[config.mk]
export PLATFORM = sky130hd
export DESIGN_NAME = z80_regpair_incdec_seq
export DESIGN_NICKNAME = d
export VERILOG_FILES = /design/src/rtl/z80_regpair_incdec_seq.sv
export SDC_FILE = /design/constraint.sdc
export NUM_CORES = 1
export LEC_CHECK = 0
export ABC_AREA = 1
export ABC_CLOCK_PERIOD_IN_PS = 2700
export CORE_UTILIZATION = 50
export DETAILED_ROUTE_END_ITERATION = 7
export DONT_BUFFER_PORTS = 1
export GPL_ROUTABILITY_DRIVEN = 0
export SETUP_SLACK_MARGIN = 0.4
export SYNTH_ARGS = -nofsm -noshare
export SYNTH_HDL_FRONTEND = slang
export SYNTH_SLANG_ARGS = --single-unit
[constraint.sdc]
create_clock -name clk -period 2.7 [get_ports clk]
set_input_delay 0.81 -clock clk [delete_from_list [all_inputs] [get_ports clk]]
set_output_delay 0.81 -clock clk [all_outputs]
set_load 0.05 [all_outputs]
[src/rtl/z80_regpair_incdec_seq.sv]
// Z80 register-pair bank (BC, DE, HL, SP) with a one-cycle INC/DEC engine and
// an LDI/LDD/LDIR/LDDR block-step sequencer. It returns final values and the zero flag to the core.
module z80_regpair_incdec_seq #(
  parameter int WIDTH       = 16,
  parameter int STEP_CYCLES = 5
) (
  input  logic             clk,
  input  logic             reset_n,
  input  logic             req_valid,
  output logic             req_ready,
  input  logic [1:0]       req_op,
  input  logic [1:0]       req_sel,
  input  logic             req_dir,
  input  logic             abort,
  input  logic             load_en,
  input  logic [1:0]       load_sel,
  input  logic [WIDTH-1:0] load_data,
  input  logic [1:0]       rd_sel,
  output logic [WIDTH-1:0] rd_data,
  output logic             busy,
  output logic             iter_valid,
  output logic             done_valid,
  output logic [WIDTH-1:0] done_value,
  output logic             done_zero
);

  localparam int CNT_W = (STEP_CYCLES > 1) ? $clog2(STEP_CYCLES) : 1;
  localparam logic [CNT_W-1:0] CNT_LOAD = CNT_W'(STEP_CYCLES - 1);

  typedef enum logic [1:0] {IDLE, STEP, DONE} state_t;

  state_t           state, state_next;
  logic [WIDTH-1:0] pairs [4];
  logic [CNT_W-1:0] cnt;
  logic             dir_q, rep_q, abort_pend;
  logic             accept, iter_end;
  logic [WIDTH-1:0] bc_next, incdec_next;

  function automatic logic [WIDTH-1:0] bump(input logic [WIDTH-1:0] v, input logic down);
    return down ? (v - WIDTH'(1)) : (v + WIDTH'(1));
  endfunction

  assign rd_data     = pairs[rd_sel];
  assign accept      = req_valid && req_ready;
  assign iter_end    = (state == STEP) && (cnt == '0);
  assign bc_next     = bump(pairs[0], 1'b1);
  assign incdec_next = bump(pairs[req_sel], req_op[0]);

  always_ff @(posedge clk or negedge reset_n) begin
    if (!reset_n) state <= IDLE;
    else          state <= state_next;
  end

  // An abort latched at any point in an iteration ends BLKR at that iteration's end.
  always_comb begin
    state_next = state;
    case (state)
      IDLE: if (accept && req_op[1]) state_next = STEP;
      STEP: if (iter_end && (!rep_q || (bc_next == '0) || abort || abort_pend))
              state_next = DONE;
      DONE: state_next = IDLE;
      default: state_next = IDLE;
    endcase
  end

  always_comb begin
    req_ready = (state == IDLE) && !load_en;
    busy      = (state != IDLE);
  end

  always_ff @(posedge clk or negedge reset_n) begin
    if (!reset_n) begin
      for (int i = 0; i < 4; i++) pairs[i] <= '0;
      cnt        <= '0;
      dir_q      <= 1'b0;
      rep_q      <= 1'b0;
      abort_pend <= 1'b0;
      iter_valid <= 1'b0;
      done_valid <= 1'b0;
      done_value <= '0;
      done_zero  <= 1'b0;
    end else begin
      iter_valid <= iter_end;
      done_valid <= 1'b0;
      case (state)
        IDLE: begin
          if (load_en) begin
            pairs[load_sel] <= load_data;
          end else if (accept && !req_op[1]) begin
            pairs[req_sel] <= incdec_next;
            done_valid     <= 1'b1;
            done_value     <= incdec_next;
            done_zero      <= (incdec_next == '0);
          end else if (accept) begin
            cnt        <= CNT_LOAD;
            dir_q      <= req_dir;
            rep_q      <= req_op[0];
            abort_pend <= 1'b0;
          end
        end
        STEP: begin
          if (abort) abort_pend <= 1'b1;
          if (cnt == '0) begin
            pairs[0] <= bc_next;
            pairs[1] <= bump(pairs[1], dir_q);
            pairs[2] <= bump(pairs[2], dir_q);
            cnt      <= CNT_LOAD;
          end else begin
            cnt <= cnt - CNT_W'(1);
          end
        end
        DONE: begin
          done_valid <= 1'b1;
          done_value <= pairs[0];
          done_zero  <= (pairs[0] == '0);
        end
        default: ;
      endcase
    end
  end

endmodule

==> results of run 1 <==
logic make-up after synthesis:
kind of cell / Yosys count
fa+ha+maj: 49
compound gates: 376
buf+inv: 204
xor+xnor: 16
flops: 91
simple gates: 526
power breakdown:
part | switching, mW | internal [mW] | total [mW]
logic | 7.21 | 4.67 | 11.9
clock network | 0.600 | 0.678 | 1.28
registers | 1.31 | 2.04 | 3.35
total | 9.12 | 7.39 | 16.5
cell usage after synthesis, types with 4 or more instances:
cell type / instances
a21o_1: 5
a21oi_1: 152
a22oi_1: 22
a31oi_1: 11
a32oi_1: 7
buf_2: 8
buf_6: 5
clkbuf_1: 25
dfrtp_1: 91
ha_1: 46
inv_1: 143
inv_2: 18
nand2_1: 286
nand2_2: 11
nand3_1: 56
nand3b_1: 5
nand4_1: 4
nor2_1: 130
nor2_2: 8
nor3_1: 9
o21ai_0: 117
o21ai_1: 8
o221ai_1: 6
o22ai_1: 23
o31ai_1: 6
or2_2: 4
xnor2_1: 6
xor2_1: 10
stage by stage:
step / setup TNS [ns] / setup slack [ns] / total power [mW] / area [µm²]
finish: -0.0375 / -0.0373 / 16.5 / 11600
global route: -0.946 / -0.189 / 17.5 / 11600
CTS: 0 / 0.0865 / 15.1 / 10900
detailed placement: -14.57 / -0.449 / 13.1 / 9760
global placement: -13.91 / -0.471 / 13.0 / 9760
floorplan: -0.146 / -0.0494 / 9.58 / 8700
area by class of cell:
| cell class | instances | area, µm² |
|---|---|---|
| Tap cell | 216 | 270 |
| Fill cell | 1279 | 4370 |
| Multi-Input combinational cell | 967 | 6450 |
| Inverter | 162 | 688 |
| Clock buffer | 11 | 253 |
| Timing Repair Buffer | 153 | 1590 |
| Sequential cell | 91 | 2280 |
| Clock inverter | 5 | 35.0 |
per-layer routing:
| metal | part of all wire [%] | vias up | global-route usage [%] | wire length (µm) |
|---|---|---|---|---|
| met5 | 0 | - | 0 | 0 |
| met4 | 4.5 | 0 | 20.0 | 1570 |
| met3 | 10 | 120 | 7.54 | 3670 |
| met2 | 46 | 653 | 64.0 | 16100 |
| met1 | 39 | 4639 | 53.6 | 13900 |
| li1 | - | 4487 | - | - |
critical path: stages:
cell and delay, ns:
inv_12 0.02, nand2_8 0.07, buf_12 0.11, o22ai_2 0.07
a21oi_1 0.11, o21ai_1 0.11, ha_1 0.40, nand2_2 0.14
buf_6 0.14, nor2_4 0.10, nand2_2 0.07, nand2_1 0.07
nand2_1 0.07, nand2_2 0.11, nand4_1 0.17, nor2_2 0.13
nand3_1 0.08, nor2_1 0.13, nor2_1 0.05, nor2_1 0.07
worst max-delay path by stage:
stage                     from  cells after the start         to
global route        req_sel[1]                     20  done_zero
global placement    req_sel[0]                     15  pairs[25]
detailed placement  req_sel[0]                     15  pairs[25]
finish              req_sel[1]                     20  done_zero
CTS                 req_sel[1]                     20  done_zero
floorplan           req_sel[1]                     22  done_zero
cells in the final DEF, fill, tap and decap left out, drive strengths merged, types with 2 or more instances in the layout:
cell type / n
a22oi: 22
inv: 161
xor2: 10
a21o: 5
nor2: 141
o21a: 3
clkinv: 4
or2: 5
and2: 3
a21boi: 3
o221ai: 6
a21oi: 153
nand3b: 5
o211ai: 3
a32oi: 7
clkinvlp: 2
nand4: 4
nand3: 58
a31oi: 11
clkbuf: 11
o31ai: 6
nor3: 10
nand2: 298
a211oi: 2
buf: 153
fa: 3
xnor2: 6
o22ai: 25
dfrtp: 91
a221oi: 2
ha: 46
o21ai: 125
state kept, by name, indices dropped and copies added (netlist names):
name / cells
pairs: 64
done_value: 16
cnt: 3
state: 2
abort_pend: 1
dir_q: 1
done_valid: 1
done_zero: 1
iter_valid: 1
rep_q: 1
timing repair:
item | 4_1_cts | 5_1_grt
resized for setup | 164 | 151
endpoints found under the setup margin | 87 | 89
pin swaps | 53 | 67
cloned | 4 | 0
setup buffers | 21 | 13
==> out/metrics.csv, run 1 <==
stage;metric;value;unit
logic_synthesis;synthXorXnorAreaFrac;1.70;%
final_layout;diodes;0;
run_status;status;finished, violations left;
timing;maxSlewHeadroom;52.7;%
timing;timing.fmax;365;MHz
logic_synthesis;ys_types;51;
floorplanning;io_pins;67;
drt;vias;9899;
setup_path;r2r_setup_slack;0.03;ns
floorplanning;dieWidth;130;µm
timing;fin_crit;2.74;ns
clock_network;root_buffer;clkbuf_16;
logic_synthesis;netlist_area;0.00822;mm²
clock_network;path_clk_slew;0.08;ns
setup_path;r2r_start;pairs[36];
clock_network;holdBufCountCts;0;
logic_synthesis;ys_top_cells_by_area;dfrtp_1 (28%), nand2_1 (13%), a21oi_1 (9.3%);
logic_synthesis;ys_ff_latch;91;
global_route;grt_pass1_wl;51000;µm
logic_synthesis;ys_warn_count;0;
global_route;grt_antenna_before_repair;0;
setup_path;timing.rr.end;done_zero;
logic_synthesis;yosysSeqAreaShare;27.7;%
clock_network;worstSkewPairLatency;0.36;ns
floorplanning;core_area;0.0159;mm²
floorplanning;die_y;130;µm
logic_synthesis;synth_edf_count;0;
drt;ant_nets;0;
job;cap_violations;0;
min_path;holdCritPathClass;input pin to asynchronous set/reset pin;
timing;rsz0062_at_grt;yes;
setup_path;cp.required;3.00;ns
power;p_leak;5.27;nW
logic_synthesis;async_flop_share;100;%
global_route;globalRouteTotalUtil;40.7;%
clock_network;cts_tree;built;
floorplanning;initial_core_util;51.6;%
floorplanning;num_rows;46;
logic_synthesis;synth_ff_type;dfrtp_1;
timing;finalHoldViolations;0;
logic_synthesis;post_synth.cell_area_avg;6.51;µm²
global_route;grt_remaining_overflow;0;
power;power_density;1430;mW/mm²
power;peakVddDrop;871;µV
timing;drv_slew;0;
timing;fin_skew;0.0117;ns
drt;route.detailed.drc;0;
placement;hpwl;25100;µm
setup_path;rr_worst_depth;18;
final_layout;nNetsFinal;1463;
clock_network;numCtsBuffers;9;
logic_synthesis;synthCells;1262;
clock_network;cts_num_sinks;91;
clock_network;cts-htree-levels;3;
logic_synthesis;yosysTopAreaCellShare;27.7;%
setup_path;crit_path_start_kind;input pin;
placement;port-buffer-count;0;
drt;routed_wl;35200;µm
logic_synthesis;synth-compound-area-share;25.8;%
setup_path;path_max_fanout;6;
logic_synthesis;synth_mux_area_share;0;%
timing;worst_pin_slew;0.709;ns
logic_synthesis;syn_nets;1341;
floorplanning;die-area;0.0170;mm²
logic_synthesis;yosysTopAreaCell;dfrtp_1;
timing;period_share;101;%
logic_synthesis;synth-simple-area-share;27.0;%
timing;setup_viol;2;
drt;viasPerCell;6.17;
final_layout;final_cells;1605;
final_layout;drive_above_1_share;33.3;%
logic_synthesis;synth_top_family_by_area;simple AND/OR/NAND/NOR gates;
clock_network;clock_path_buffers;2;
final_layout;fin_util;72.6;%
placement;dp_cells;1551;
setup_path;endpoint_kind;flop;
final_layout;area.growth.synth_to_final;40.7;%
run_status;violations;setup timing;
global_route;grt_pass1_vias;9043;
setup_path;worstPathArrival;3.04;ns
global_route;grt_max_degree;92;
drt;dr.pass1.iters;6;
timing;fin_ws;-0.0373;ns
drt;drt_iter0_drc;1135;
logic_synthesis;synthAdderAreaFrac;7.73;%
timing;hold_ws;0.141;ns
setup_path;crit_type;input pin to flop;
drt;wire_per_inst;21.9;µm
(Power assumes the default switching activity.)
==> run 2, diff against run 1 <==
- RECOVER_POWER: unset -> 100
==> out/metrics.csv, run 2 (same netlist as run 1, synthesis figures left out) <==
stage;metric;value;unit
run_status;status;finished, violations left;
run_status;violations;setup timing;
setup_path;cp.depth;20;
global_route;globalRouteTotalUtil;40.7;%
drt;dr.pass1.iters;6;
final_layout;largest_reg_flops;64;
job;cap_violations;0;
floorplanning;die-area;0.0170;mm²
timing;drv_slew;0;
setup_path;cp.required;3.00;ns
placement;port-buffer-count;0;
power;peakVddDrop;873;µV
timing;hold_ws;0.143;ns
final_layout;diodes;0;
timing;setup_viol;2;
placement;hpwl;25100;µm
power;power;16.5;mW
clock_network;cts_num_sinks;91;
drt;routed_wl;35200;µm
timing;finalHoldViolations;0;
final_layout;mostFrequentLayoutCells;nand2_1 (223), inv_1 (126), nor2_1 (115);
final_layout;nNetsFinal;1463;
clock_network;cts_tree;built;
setup_path;crit_path_start_kind;input pin;
setup_path;path_max_fanout;6;
final_layout;fin_util;72.4;%
final_layout;area.growth.synth_to_final;40.3;%
clock_network;numCtsBuffers;9;
floorplanning;num_rows;46;
final_layout;drive_above_1_share;32.7;%
global_route;busiest_layer;met2;
global_route;gr-usage-met1;53.6;%
clock_network;cts-htree-levels;3;
drt;wire_per_inst;22.0;µm
setup_path;worstPathArrival;3.02;ns
global_route;grt_pass1_wl;51000;µm
floorplanning;core_area;0.0159;mm²
setup_path;cp_slowest_stage_delay;0.40;ns
drt;ant_nets;0;
global_route;grt_antenna_before_repair;0;
timing;fin_skew;0.0130;ns
drt;drt_iter0_drc;1148;
clock_network;worstSkewPairLatency;0.36;ns
min_path;holdCritPathClass;input pin to asynchronous set/reset pin;
global_route;grt_remaining_overflow;0;
floorplanning;dieWidth;130;µm
setup_path;cpMaxStageDelayCell;ha_1;
timing;tns;-0.0226;ns
timing;worst_pin_slew;0.719;ns
timing;fin_crit;2.72;ns
floorplanning;die_y;130;µm
final_layout;final_common_cell;nand2_1;
final_layout;regMostFlops;pairs;
global_route;grt_use_met2;64.0;%
final_layout;multi_input_area;0.00643;mm²
power;power_density;1430;mW/mm²
timing;rsz0062_at_grt;yes;
timing;maxSlewHeadroom;52.0;%
drt;route.detailed.drc;0;
final_layout;fillCellCount;1284;
global_route;grtUsageMet3;7.54;%
clock_network;clock_path_buffers;2;
clock_network;root_buffer;clkbuf_16;
timing;period_share;101;%
global_route;grt_max_degree;92;
final_layout;reg_top3;pairs x64, done_value x16, cnt x3;
setup_path;crit_type;input pin to flop;
timing;timing.fmax;367;MHz
floorplanning;io_pins;67;
drt;viasPerCell;6.23;
clock_network;path_clk_slew;0.07;ns
power;p_leak;5.26;nW
setup_path;path_delay_family;simple AND/OR/NAND/NOR gates;
final_layout;seq_area;0.00228;mm²
setup_path;endpoint_kind;flop;
timing;fin_ws;-0.0213;ns
setup_path;rr_worst_depth;18;
floorplanning;initial_core_util;51.6;%
global_route;grt_pass1_vias;9043;
drt;vias;10000;
setup_path;crit_buf_inv;3;
setup_path;crit_chain;inv_12 > nand2_8 > buf_12 > o22ai_2 > a21oi_1 > o21ai_1 > ha_1 > nand2_2 > buf_6 > nor2_4 > nand2_2 > nand2_1 > nand2_1 > nand2_2 > nand4_1 > nor2_2 > nand3_1 > nor2_1 > nor2_1 > nor2_1;
-- run 2: cell types whose count changed in the layout (fill, tap and decap cells not counted), sizes merged --
cell and change:
clkbuf +3, buf -3
-- run 2: where the power goes --
part	total (mW)	switching, mW	internal [mW]
Clock	1.28	0.599	0.678
Sequential	3.35	1.31	2.04
Combinational	11.8	7.20	4.65
Total	16.5	9.10	7.36
-- run 2: routing by layer --
metal,share of wire (%),vias to the layer above
met1,39,4727
li1,-,4490
met5,0,-
met4,5.0,0
met3,11,149
met2,45,639
-- run 2: cell type report --
cell class                 count  area share (%)
timing repair buffer         153            13.7
clock inverter                 5           0.304
inverter                     162            5.97
tap                          216            2.34
multi-input combinational    967            55.7
sequential                    91            19.7
clock buffer                  11            2.19
-- run 2: final timing paths --
kind | from | to | slack (ns)
max in group asynchronous | reset_n | pairs[22] | 2.40
worst min register to register | cnt[1] | cnt[1] | 0.50
min in group clk | cnt[1] | cnt[1] | 0.50
worst max register to register | pairs[36] | done_zero | 0.04
worst max-delay path | req_sel[1] | done_zero | -0.02
worst min-delay path | reset_n | done_value[6] | 0.14
-- run 2: timing repair --
item,CTS,global route
hold buffers,0,0
gates cloned,4,0
pin swaps,53,67
setup buffers,21,13
endpoints found under the setup margin,87,89
gates resized for setup,164,151
-- run 2: metrics by stage --
stage / instances / setup WS [ns] / instance area (µm²)
floorplan: 1262 / -0.0494 / 8700
global placement: 1551 / -0.471 / 9760
detailed placement: 1551 / -0.449 / 9760
CTS: 1592 / 0.0865 / 10900
global route: 1605 / -0.189 / 11500
finish: 1605 / -0.0213 / 11500
